### config.mk
export PLATFORM = sky130hd
export DESIGN_NAME = if_prefetch_unit
export DESIGN_NICKNAME = d
export VERILOG_FILES = /design/src/rtl/pipe_pkg.sv /design/src/rtl/fetch_queue.sv /design/src/rtl/if_prefetch_unit.sv
export SDC_FILE = /design/constraint.sdc
export NUM_CORES = 1
export LEC_CHECK = 0
export ABC_AREA = 1
export BUFFER_PORTS_ARGS = -buffer_cell sky130_fd_sc_hd__buf_2
export CAP_MARGIN = 10
export CORE_MARGIN = 2
export CORE_UTILIZATION = 40
export CTS_CLUSTER_DIAMETER = 30
export DETAILED_ROUTE_END_ITERATION = 16
export PLACE_DENSITY = 0.7
export SETUP_SLACK_MARGIN = 0.4
export SYNTH_ARGS = -nofsm -noshare
export SYNTH_HDL_FRONTEND = slang
export SYNTH_SLANG_ARGS = --single-unit
### constraint.sdc
create_clock -name clk -period 3.1 [get_ports clk]
set_clock_uncertainty 0.05 [all_clocks]
set_input_delay 0.155 -clock clk [delete_from_list [all_inputs] [get_ports clk]]
set_output_delay 0.155 -clock clk [all_outputs]
set_load 0.01 [all_outputs]
### src/rtl/pipe_pkg.sv
// Shared types for the pipelined processor's fetch stage: fetch FSM encoding,
// queue entry layout and default datapath widths.
package pipe_pkg;

    localparam int DEF_ADDR_WIDTH = 8;
    localparam int DEF_DATA_WIDTH = 16;

    typedef enum logic [1:0] {
        FETCH_IDLE   = 2'd0,
        FETCH_RUN    = 2'd1,
        FETCH_HALTED = 2'd2
    } fetch_state_e;

    // Plain-vector aliases so state registers stay simple logic for older tools
    localparam logic [1:0] ST_IDLE   = FETCH_IDLE;
    localparam logic [1:0] ST_RUN    = FETCH_RUN;
    localparam logic [1:0] ST_HALTED = FETCH_HALTED;

    typedef struct packed {
        logic [DEF_ADDR_WIDTH-1:0] pc;
        logic [DEF_DATA_WIDTH-1:0] instr;
    } fetch_entry_t;

endpackage

### src/rtl/fetch_queue.sv
// DEPTH-entry FIFO of {pc, instr} pairs between IF and ID, with a
// single-cycle clear that wins over any push or pop in the same cycle.
module fetch_queue
    import pipe_pkg::*;
#(
    parameter int ADDR_WIDTH = DEF_ADDR_WIDTH,
    parameter int DATA_WIDTH = DEF_DATA_WIDTH,
    parameter int DEPTH      = 4,
    localparam int PTR_W     = $clog2(DEPTH),
    localparam int CNT_W     = $clog2(DEPTH) + 1
) (
    input  logic                  clk,
    input  logic                  rst,
    input  logic                  clear,
    input  logic                  push,
    input  logic [ADDR_WIDTH-1:0] push_pc,
    input  logic [DATA_WIDTH-1:0] push_instr,
    input  logic                  pop,
    output logic                  valid,
    output logic [ADDR_WIDTH-1:0] head_pc,
    output logic [DATA_WIDTH-1:0] head_instr,
    output logic [CNT_W-1:0]      count
);

    typedef struct packed {
        logic [ADDR_WIDTH-1:0] pc;
        logic [DATA_WIDTH-1:0] instr;
    } entry_t;

    localparam logic [CNT_W-1:0] FULL_CNT = CNT_W'(DEPTH);

    entry_t           mem [DEPTH];
    logic [PTR_W-1:0] wr_ptr;
    logic [PTR_W-1:0] rd_ptr;
    logic             full;
    logic             do_push;
    logic             do_pop;

    assign full    = (count == FULL_CNT);
    assign valid   = (count != '0);
    assign do_push = push && !clear && !full;
    assign do_pop  = pop && !clear && valid;

    assign head_pc    = mem[rd_ptr].pc;
    assign head_instr = mem[rd_ptr].instr;

    always_ff @(posedge clk or negedge rst) begin
        if (!rst) begin
            for (int i = 0; i < DEPTH; i++) begin
                mem[i] <= '0;
            end
        end else if (do_push) begin
            mem[wr_ptr] <= '{pc: push_pc, instr: push_instr};
        end
    end

    // Pointers wrap naturally because DEPTH is a power of two
    always_ff @(posedge clk or negedge rst) begin
        if (!rst) begin
            wr_ptr <= '0;
            rd_ptr <= '0;
            count  <= '0;
        end else if (clear) begin
            wr_ptr <= '0;
            rd_ptr <= '0;
            count  <= '0;
        end else begin
            if (do_push) begin
                wr_ptr <= wr_ptr + PTR_W'(1);
            end
            if (do_pop) begin
                rd_ptr <= rd_ptr + PTR_W'(1);
            end
            case ({do_push, do_pop})
                2'b10:   count <= count + CNT_W'(1);
                2'b01:   count <= count - CNT_W'(1);
                default: count <= count;
            endcase
        end
    end

endmodule

### src/rtl/if_prefetch_unit.sv
// Instruction-fetch stage: issues sequential im reads with one-cycle latency,
// buffers results in fetch_queue and squashes everything on redirect or STOP.
module if_prefetch_unit
    import pipe_pkg::*;
#(
    parameter int ADDR_WIDTH               = DEF_ADDR_WIDTH,
    parameter int DATA_WIDTH               = DEF_DATA_WIDTH,
    parameter int DEPTH                    = 4,
    parameter logic [ADDR_WIDTH-1:0] RESET_PC = '0,
    localparam int CNT_W                   = $clog2(DEPTH) + 1
) (
    input  logic                  clk,
    input  logic                  rst,
    input  logic                  start,
    input  logic                  stop_i,
    input  logic                  redirect_i,
    input  logic [ADDR_WIDTH-1:0] redirect_addr_i,
    output logic [ADDR_WIDTH-1:0] im_addr_o,
    output logic                  im_rd_o,
    input  logic [DATA_WIDTH-1:0] im_r_data_i,
    input  logic                  stall_i,
    output logic                  valid_o,
    output logic [DATA_WIDTH-1:0] instr_o,
    output logic [ADDR_WIDTH-1:0] pc_o,
    output logic [CNT_W-1:0]      count_o,
    output logic                  halted_o
);

    localparam logic [CNT_W:0] DEPTH_L = (CNT_W + 1)'(DEPTH);

    logic [1:0]            state;
    logic [ADDR_WIDTH-1:0] fetch_pc;
    logic [ADDR_WIDTH-1:0] issued_pc;
    logic                  inflight;
    logic                  running;
    logic                  kill;
    logic                  issue;
    logic                  push;
    logic                  pop;
    logic [CNT_W:0]        credit_used;

    assign running  = (state == ST_RUN);
    assign halted_o = (state == ST_HALTED);

    // Kill covers both the queue contents and any response landing this cycle
    assign kill = running && (stop_i || redirect_i);

    // Credit counts the in-flight slot but never a same-cycle pop
    assign credit_used = {1'b0, count_o} + {{CNT_W{1'b0}}, inflight};
    assign issue       = running && !redirect_i && !stop_i && (credit_used < DEPTH_L);

    assign im_rd_o   = issue;
    assign im_addr_o = fetch_pc;

    assign push = inflight && !kill;
    assign pop  = valid_o && !stall_i && !kill;

    always_ff @(posedge clk or negedge rst) begin
        if (!rst) begin
            state <= ST_IDLE;
        end else begin
            case (state)
                ST_IDLE:   if (start) state <= ST_RUN;
                ST_RUN:    if (stop_i) state <= ST_HALTED;
                ST_HALTED: state <= ST_HALTED;
                default:   state <= ST_IDLE;
            endcase
        end
    end

    // A redirect only retargets the PC; stop freezes it since nothing issues again
    always_ff @(posedge clk or negedge rst) begin
        if (!rst) begin
            fetch_pc  <= RESET_PC;
            issued_pc <= '0;
            inflight  <= 1'b0;
        end else begin
            inflight <= issue;
            if (issue) begin
                issued_pc <= fetch_pc;
                fetch_pc  <= fetch_pc + ADDR_WIDTH'(1);
            end else if (running && !stop_i && redirect_i) begin
                fetch_pc <= redirect_addr_i;
            end
        end
    end

    fetch_queue #(
        .ADDR_WIDTH (ADDR_WIDTH),
        .DATA_WIDTH (DATA_WIDTH),
        .DEPTH      (DEPTH)
    ) u_queue (
        .clk        (clk),
        .rst        (rst),
        .clear      (kill),
        .push       (push),
        .push_pc    (issued_pc),
        .push_instr (im_r_data_i),
        .pop        (pop),
        .valid      (valid_o),
        .head_pc    (pc_o),
        .head_instr (instr_o),
        .count      (count_o)
    );

endmodule
==> results.json, run 1 <==
{
  "numPortBuffers": 67,
  "reg2reg_depth": 12,
  "worst_pin_slew_ns": 1.003,
  "hpwl_mm": 7.746,
  "grt_pass1_wl_mm": 21.27,
  "clk_pin_slew_ns": 0.06,
  "critical_path_class": "reg -> out",
  "setup-tns-final_ns": 0,
  "regToRegSetupSlack_ns": 1.09,
  "grt_use_total_pct": 18.16,
  "crit_path_start_kind": "flip-flop",
  "core_sq_mm": 0.01388,
  "design_area_sq_mm": 0.006865,
  "max-cap-violations": 0,
  "slowest_stage": "dfrtp_1",
  "cp_data_arrival_time_ns": 2.13,
  "p_leak_nw": 3.412,
  "rsz0062_at_grt": "no",
  "antenna_found_initial": 0,
  "relSlewSlack_pct": 33.10,
  "final_hold_viol_count": 0,
  "grt-ovfl-total": 0,
  "drc": 0,
  "startpoint": "state[1]",
  "wl_per_cell_microns": 13.93,
  "synth_area_leader_cell": "dfrtp_1",
  "clk_latency_ns": 0.42,
  "initial_utilization_pct": 40.90,
  "hp-class": "in -> reg",
  "fillers": 1322,
  "placed_cell_area_sq_mm": 0.006058,
  "avgSynthCellArea_sq_um": 8.735,
  "viasPerCell": 4.990,
  "path_buf_inv": 3,
  "drtIter0Drc": 343,
  "timing.fmax_mhz": 428.0,
  "synth_top_area_share_pct": 53.77,
  "dp_cells": 866,
  "max_stage_delay_ns": 0.38,
  "postCtsSetupBuffers": 0,
  "syn_to_final_growth_pct": 20.91,
  "seq_area_frac_synth_pct": 53.77,
  "worstHoldStart": "stall_i",
  "rows": 43,
  "synth.area.top_cells": "dfrtp_1 54%, nand2_1 9.8%, o21ai_0 7.2%",
  "vias": 4566,
  "syn_area_sq_mm": 0.005678,
  "antenna_left": 0,
  "diodes": 0,
  "die_h_microns": 123.1,
  "ir_drop_uv": 491.2,
  "pre_cts_ws_ns": 1.010,
  "drive_gt1_share_pct": 17.69,
  "nets": 761,
  "reg2reg_to": "u_queue.count[2]",
  "timing.rr.start": "state[1]",
  "layout.cells.non_filler": 915,
  "cts_tree": "done",
  "grt_max_degree": 79,
  "worstPathRequired_ns": 2.89,
  "ctsRootBufferMaster": "clkbuf_16",
  "path_cells": "inv_1, ha_1, nand2_1, nor3_1, nand2_2, inv_1, buf_2",
  "die-area_sq_mm": 0.01516,
  "ys_types": 27,
  "worstHoldPathCells": 4,
  "cp_max_fo": 29,
  "io_pins": 68,
  "critical-path-top-delay-family": "simple AND/OR/NAND/NOR gates",
  "endpoint_kind": "primary output",
  "ys_seq_elements": 122,
  "clock_path_buffers": 2,
  "ys_warn_count": 0,
  "synth_nets": 689,
  "cpMostUsedCell": "inv_1",
  "htree_levels": 4,
  "status": "finished clean",
  "cts.sinks": 122,
  "routabilityCongestion": 0.8064,
  "slew_viol_final": 0,
  "hold_end": "u_queue.rd_ptr[1]",
  "cts-buffers-inserted": 17,
  "fin_crit_ns": 2.336,
  "die_w_microns": 123.1,
  "first_pass_iters": 5,
  "post-route-period-util_pct": 75.36,
  "netlist_instances": 650,
  "drt_wl_total_mm": 12.74,
  "layout_setup_ws_ns": 0.7637,
  "powerDensity_mw_per_mm2": 967.4,
  "setup_viol": 0,
  "grt_pass1_vias": 4314
}
-- cell usage in the layout, fill, tap and decap left out, drive strengths merged, types with 2 or more instances in the layout --
cell / n
dlygate4sd3: 17
buf: 74
o211ai: 2
clkinvlp: 3
bufinv: 4
dfrtp: 122
ha: 8
o22ai: 24
o21ai: 167
clkbuf: 19
inv: 56
xor2: 3
nand4: 2
nand2: 153
clkinv: 3
xnor2: 2
nand3: 8
nor2: 58
a21oi: 6
-- logic make-up after synthesis --
kind of cell / after synthesis / synth area share, %
fa+ha+maj: 9 / 2.116
xor+xnor: 5 / 0.7714
compound gates: 201 / 19.66
buf+inv: 91 / 7.867
flops: 122 / 53.77
simple gates: 222 / 15.82
-- worst max path at each step --
stage / endpoint / slack (ns) / cells past startpoint
after global placement: im_rd_o / 1.06 / 7
after CTS: im_rd_o / 0.54 / 7
after global routing: im_rd_o / 0.56 / 7
after detailed placement: im_addr_o[3] / 1.01 / 7
after floorplan: u_queue.count[2] / 1.20 / 12
final: im_rd_o / 0.76 / 7
-- tightest hold or removal path: stages --
cell	delay [ns]
buf_2	0.09
a21oi_1	0.06
nand2_1	0.07
a21oi_1	0.06
-- per-layer routing --
layer	global-route usage [%]	part of all wire (%)	up-vias
met3	5.120	5.4	17
met5	0	0	-
met1	24.48	48	2170
li1	-	-	2284
met4	5.966	1.3	0
met2	28.30	46	95
-- sequential cells by signal, summed over array words and instances, names as in the netlist --
register        cells
u_queue.count       3
inflight            1
state               2
im_addr_o           8
u_queue.mem        96
u_queue.rd_ptr      2
issued_pc           8
u_queue.wr_ptr      2
-- Yosys cell counts (all sizes together) --
cell type	count
a31oi	1
buf	24
xor2	3
clkbuf	14
o21ai	167
nor2	58
nand2	153
o211ai	2
xnor2	2
dfrtp	122
a21oi	6
o22ai	24
nand3	8
o21bai	1
inv	53
ha	8
nor3	1
nand4	2
fa	1
-- report_power, final --
part	switching, W	leakage [nW]	internal [W]
logic	0.00142	1.47	0.000861
clock network	0.000728	0.301	0.00137
registers	0.000265	1.64	0.00200
-- repair_timing --
action / CTS / global route
endpoints found under the hold margin: 106 / 0
hold buffers: 17 / 0
resized for setup: 0 / 1
setup endpoints to repair: 0 / 1
-- final cells by class --
cell class | count | area, sq um | area share, %
inverter | 53 | 198.9 | 2.898
tap | 180 | 225.2 | 3.280
clock buffer | 19 | 442.9 | 6.452
multi-input combinational | 437 | 2181 | 31.77
sequential | 122 | 3053 | 44.47
timing repair buffer | 91 | 573.1 | 8.347
clock inverter | 13 | 191.4 | 2.788
-- through the flow --
step | hold WS [ns] | power [W] | utilization, %
after floorplan | -0.1906 | 0.003767 | -
after global placement | 0.3374 | 0.004515 | 43.65
after detailed placement | 0.3267 | 0.004561 | 43.65
after CTS | 0.001062 | 0.006710 | 49.44
after global routing | 0.02479 | 0.007125 | 49.46
final | 0.01599 | 0.006641 | 49.46
No activity file was read; power rests on OpenSTA's default activity.
==> inputs of run 2 (changes only) <==
Settings changed: ABC_AREA 1 to 0.
Clock period 3.1 ns to 2.2 ns, I/O delays scaled along.
==> results.json, run 2 <==
{
  "path_cells": "or3b_4, nand2_4, and3_4, fa_2, buf_6, a2111oi_4, o21ai_1, nor3b_1",
  "diodes": 0,
  "seq_area_frac_synth_pct": 51.01,
  "viasPerCell": 5.269,
  "io_pins": 68,
  "setup_viol": 0,
  "hpwl_mm": 7.399,
  "ys_seq_elements": 122,
  "drc": 0,
  "synth_area_leader_cell": "dfrtp_1",
  "clock_path_buffers": 2,
  "cp_num_cells": 8,
  "timing.rr.start": "u_queue.count[2]",
  "synth_flop_cell": "dfrtp_1",
  "yosysMostFrequentCell": "dfrtp_1",
  "routabilityCongestion": 0.8250,
  "reg2reg_depth": 8,
  "grt_pass1_vias": 4092,
  "synth_edf_count": 0,
  "endpoint_kind": "flip-flop",
  "clk_pin_slew_ns": 0.06,
  "fin_crit_ns": 2.012,
  "holdWs_ns": 0.03494,
  "post-route-period-util_pct": 91.47,
  "timing.fmax_mhz": 496.9,
  "numPortBuffers": 67,
  "worst_pin_slew_ns": 0.6929,
  "antenna_found_initial": 0,
  "first_pass_iters": 5,
  "p_leak_nw": 4.058,
  "slowest_stage": "dfrtp_2",
  "drt_wl_total_mm": 14.53,
  "max_stage_delay_ns": 0.43,
  "crit_path_start_kind": "flip-flop",
  "powerDensity_mw_per_mm2": 1178,
  "cp_max_fo": 4,
  "largest_reg_flops": 96,
  "synth.area.top_cells": "dfrtp_1 51%, mux2_4 20%, mux4_2 9.0%",
  "synth_nets": 419,
  "avgSynthCellArea_sq_um": 15.75,
  "largest-register": "u_queue.mem",
  "startpoint": "u_queue.count[2]",
  "netlist_instances": 380,
  "worstPathRequired_ns": 2.44,
  "syn_area_sq_mm": 0.005984,
  "relSlewSlack_pct": 53.80,
  "layout_common_cells": "118 x dfrtp_1, 80 x mux2_4, 45 x buf_2",
  "die-area_sq_mm": 0.01596,
  "antenna_left": 0,
  "pre_cts_ws_ns": -0.1854,
  "netlist_top_cells_count": "122 x dfrtp_1, 80 x mux2_4, 29 x nand2_1",
  "layout_commonest_cell": "dfrtp_1",
  "critical_path_class": "reg -> reg",
  "nets": 569,
  "synth_top_area_share_pct": 51.01,
  "drive_gt1_share_pct": 57.56,
  "ir_drop_uv": 763.3,
  "grt_max_degree": 94,
  "drtIter0Drc": 208,
  "cts.sinks": 122,
  "wl_per_cell_microns": 20.02,
  "vias": 3825,
  "cts-buffers-inserted": 17,
  "ctsRootBufferMaster": "clkbuf_16",
  "fillers": 1140,
  "utilization_pct": 55.32,
  "path_buf_inv": 1,
  "rows": 44,
  "cp-endpoint": "u_queue.count[2]",
  "grt-ovfl-total": 0,
  "cp_data_arrival_time_ns": 2.25,
  "htree_levels": 4,
  "regToRegSetupSlack_ns": 0.19,
  "syn_to_final_growth_pct": 34.85,
  "die_h_microns": 126.3,
  "layout_setup_ws_ns": 0.1876,
  "rsz0062_at_grt": "yes",
  "async_reset_ff_share_pct": 100.0,
  "die_w_microns": 126.3,
  "core_sq_mm": 0.01459,
  "final_hold_viol_count": 0,
  "initial_utilization_pct": 41.02,
  "hp-class": "in -> reg",
  "status": "finished clean",
  "reg2reg_to": "u_queue.count[2]",
  "grt_use_total_pct": 18.43,
  "ys_types": 42,
  "clk_latency_ns": 0.41,
  "max-cap-violations": 0,
  "critical-path-top-delay-family": "simple AND/OR/NAND/NOR gates",
  "slew_viol_final": 0,
  "cts_tree": "done",
  "grt_pass1_wl_mm": 22.72,
  "ys_warn_count": 0
}
-- run 2: timing repair --
| item | in CTS | in global routing |
|---|---|---|
| gates resized for setup | 35 | 34 |
| hold endpoints to repair | 194 | 0 |
| hold buffers | 25 | 0 |
| buffers inserted | 26 | 7 |
| setup endpoints to repair | 140 | 140 |
| gates cloned | 10 | 2 |
| pin swaps | 12 | 5 |
-- run 2: layout make-up --
type / count / area, sq um / area share, %
Inverter: 11 / 43.79 / 0.5426
Timing Repair Buffer: 140 / 1199 / 14.85
Sequential cell: 122 / 3058 / 37.89
Clock buffer: 19 / 452.9 / 5.612
Tap cell: 184 / 230.2 / 2.853
Clock inverter: 12 / 125.1 / 1.550
Multi-Input combinational cell: 238 / 2962 / 36.70
-- run 2: through the flow --
stage	instances	TNS, ns	power [W]	cell area (sq um)
after floorplan	380	0	0.005109	6041
after global placement	625	-10.64	0.005838	6505
after detailed placement	625	-16.01	0.005956	6505
after CTS	717	0	0.009115	7795
after global routing	726	0	0.009953	8070
final	726	0	0.009508	8070
-- run 2: worst min-delay path by stage --
stage                   endpoint  cells after the start  slack (ns)  startpoint
3_5_place_dp      u_queue.mem[0]                      2        0.12         rst
6_report                state[0]                      4        0.03       start
5_1_grt        u_queue.rd_ptr[0]                      4        0.08     stall_i
4_1_cts                 state[0]                      4        0.04       start
2_1_floorplan       im_addr_o[0]                      0       -0.24         rst
3_3_place_gp      u_queue.mem[0]                      2        0.11         rst
-- run 2: logic make-up (layout without fill, tap and decap cells) --
kind of cell,Yosys count,count (layout),share of synthesized area (%)
AOI/OAI and AO/OA,29,29,3.345
adders and majority gates,9,9,2.007
muxes,123,123,32.66
DFF,122,122,51.01
and+or+nand+nor,63,73,6.105
buffers and inverters,30,182,4.286
xor gates and xnor gates,4,4,0.5855
-- run 2: power by group --
part	leakage, nW	switching (W)	internal, W
clock network	0.269	0.00104	0.00171
registers	1.64	0.000540	0.00283
logic	2.15	0.00144	0.00195
-- run 2: layer usage --
metal	vias to the layer above	global-route usage (%)	routed length (microns)	share of wire, %
met2	115	30.36	7398	51
met5	-	0	0	0
met1	1991	24.64	6390	44
met3	9	5.441	662	4.6
li1	1710	-	-	-
met4	0	3.426	81	0.56
-- run 2: tightest hold or removal path: stages --
cell and delay (ns):
buf_2 0.07, inv_1 0.04, nor2_1 0.10, o22a_1 0.14
==> inputs of run 3 (changes only) <==
Settings changed: CORE_ASPECT_RATIO set to 2, CORE_UTILIZATION 40 to 50, PLACE_DENSITY 0.7 to 0.82.
==> results.json, run 3 (synthesis results as in run 2) <==
{
  "p_total_w": 0.009825,
  "first_pass_iters": 5,
  "slew_viol_final": 0,
  "rsz0062_at_grt": "yes",
  "worstHoldPathCells": 4,
  "cp_max_fo": 4,
  "wl_per_cell_microns": 24.51,
  "path_buf_inv": 1,
  "drtIter0Drc": 285,
  "fin_crit_ns": 2.082,
  "core_sq_mm": 0.01170,
  "regToRegSetupSlack_ns": 0.12,
  "initial_utilization_pct": 51.14,
  "top_layer": "met4",
  "die_w_microns": 81.36,
  "worstPathRequired_ns": 2.48,
  "drt_wl_total_mm": 17.01,
  "cp_data_arrival_time_ns": 2.37,
  "slowest_stage": "dfrtp_2",
  "layout_common_cells": "117 x dfrtp_1, 96 x mux2_4, 44 x buf_2",
  "timing.rr.start": "u_queue.count[0]",
  "clk_pin_slew_ns": 0.06,
  "layout.cells.non_filler": 694,
  "reg2reg_to": "u_queue.count[2]",
  "dp_cells": 590,
  "holdWs_ns": 0.02814,
  "htree_levels": 4,
  "path_cells": "nor3_4, nor2_2, and3_4, fa_2, buf_4, a2111oi_4, nor3_1, nor3b_1",
  "largest-register": "u_queue.mem",
  "critical-path-top-delay-family": "simple AND/OR/NAND/NOR gates",
  "crit_path_start_kind": "flip-flop",
  "clk_latency_ns": 0.42,
  "status": "finished clean",
  "drc": 0,
  "met2_length_mm": 9.626,
  "grt-ovfl-total": 0,
  "rows": 56,
  "antenna_left": 0,
  "grt_pass1_vias": 4495,
  "grt_pass1_wl_mm": 26.12,
  "diodes": 0,
  "largest_reg_flops": 96,
  "max_stage_delay_ns": 0.44,
  "pre_cts_ws_ns": -0.1404,
  "hold_end": "state[0]",
  "hp-class": "in -> reg",
  "wl_met3_microns": 794,
  "endpoint_kind": "flip-flop",
  "cts.sinks": 122,
  "setup_viol": 0,
  "final_hold_viol_count": 0,
  "vias": 4065,
  "relSlewSlack_pct": 45.69,
  "io_pins": 68,
  "grt_max_degree": 54,
  "viasPerCell": 5.857,
  "layout_commonest_cell": "dfrtp_1",
  "p_leak_nw": 4.103,
  "die-area_sq_mm": 0.01291,
  "worst_pin_slew_ns": 0.8147,
  "die_h_microns": 158.7,
  "layout_setup_ws_ns": 0.1178,
  "max-cap-violations": 0,
  "post-route-period-util_pct": 94.64,
  "timing.fmax_mhz": 480.3,
  "powerDensity_mw_per_mm2": 1189,
  "routabilityCongestion": 0.7552,
  "hpwl_mm": 8.218,
  "critical_path_class": "reg -> reg",
  "syn_to_final_growth_pct": 38.03,
  "ir_drop_uv": 720.3,
  "worstHoldStart": "start",
  "clock_path_buffers": 2,
  "nets": 575,
  "antenna_found_initial": 0,
  "numPortBuffers": 67,
  "ctsRootBufferMaster": "clkbuf_16",
  "wl_met1_mm": 5.705,
  "drive_gt1_share_pct": 59.38,
  "reg2reg_depth": 8,
  "cts-buffers-inserted": 17,
  "cts_tree": "done",
  "grt_use_total_pct": 28.10
}
## run 3: cell count changes in the layout (fill, tap and decap cells not counted), sizes merged
cell and change:
buf +6, clkbuf -2, clkinv +2, clkinvlp -2, inv +1, nand2 +2
## run 3: worst max-delay path by stage
stage | endpoint | slack, ns | startpoint | depth (start not counted)
2_1_floorplan | u_queue.count[2] | 0.13 | u_queue.count[2] | 7
3_3_place_gp | u_queue.mem[90] | -0.07 | state[1] | 6
3_5_place_dp | u_queue.mem[95] | -0.14 | state[1] | 6
4_1_cts | u_queue.count[2] | 0.14 | u_queue.count[2] | 8
5_1_grt | u_queue.count[2] | 0.05 | u_queue.count[0] | 8
6_report | u_queue.count[2] | 0.12 | u_queue.count[0] | 8
## run 3: routing by layer
layer	vias up	GRT usage [%]
li1	1717	-
met5	-	0
met3	55	7.273
met2	183	47.65
met1	2110	31.14
met4	0	14.87
## run 3: power breakdown
| part | switching, W | internal [W] | leakage (nW) |
|---|---|---|---|
| Combinational | 0.00159 | 0.00204 | 2.18 |
| Sequential | 0.000566 | 0.00283 | 1.64 |
| Clock | 0.00110 | 0.00170 | 0.280 |
## run 3: worst register-to-register path, stage by stage, from the launching register on
cell       delay [ns]
dfrtp_2          0.44
nor3_4           0.22
nor2_2           0.11
and3_4           0.19
fa_2             0.35
buf_4            0.15
a2111oi_4        0.21
nor3_1           0.09
nor3b_1          0.18
## run 3: final cells by class
type,count,area (sq um)
Inverter,11,45.04
Clock inverter,13,145.1
Clock buffer,19,442.9
Fill cell,711,3441
Timing Repair Buffer,144,1267
Tap cell,145,181.4
Multi-Input combinational cell,240,3119
Sequential cell,122,3059
## run 3: what timing repair did
| action | in CTS | in global routing |
|---|---|---|
| gates cloned | 12 | 1 |
| pin swaps | 17 | 7 |
| hold endpoints to repair | 122 | 0 |
| hold buffers | 25 | 0 |
| resized for setup | 74 | 26 |
| endpoints found under the setup margin | 136 | 137 |
| buffers inserted | 29 | 5 |
## run 3: stage by stage
step | TNS (ns) | cell area (sq um) | util [%]
floorplan | 0 | 6041 | -
global placement | -5.884 | 6499 | 55.54
detailed placement | -11.24 | 6499 | 55.54
CTS | 0 | 8097 | 69.19
global route | 0 | 8260 | 70.59
finish | 0 | 8260 | 70.59
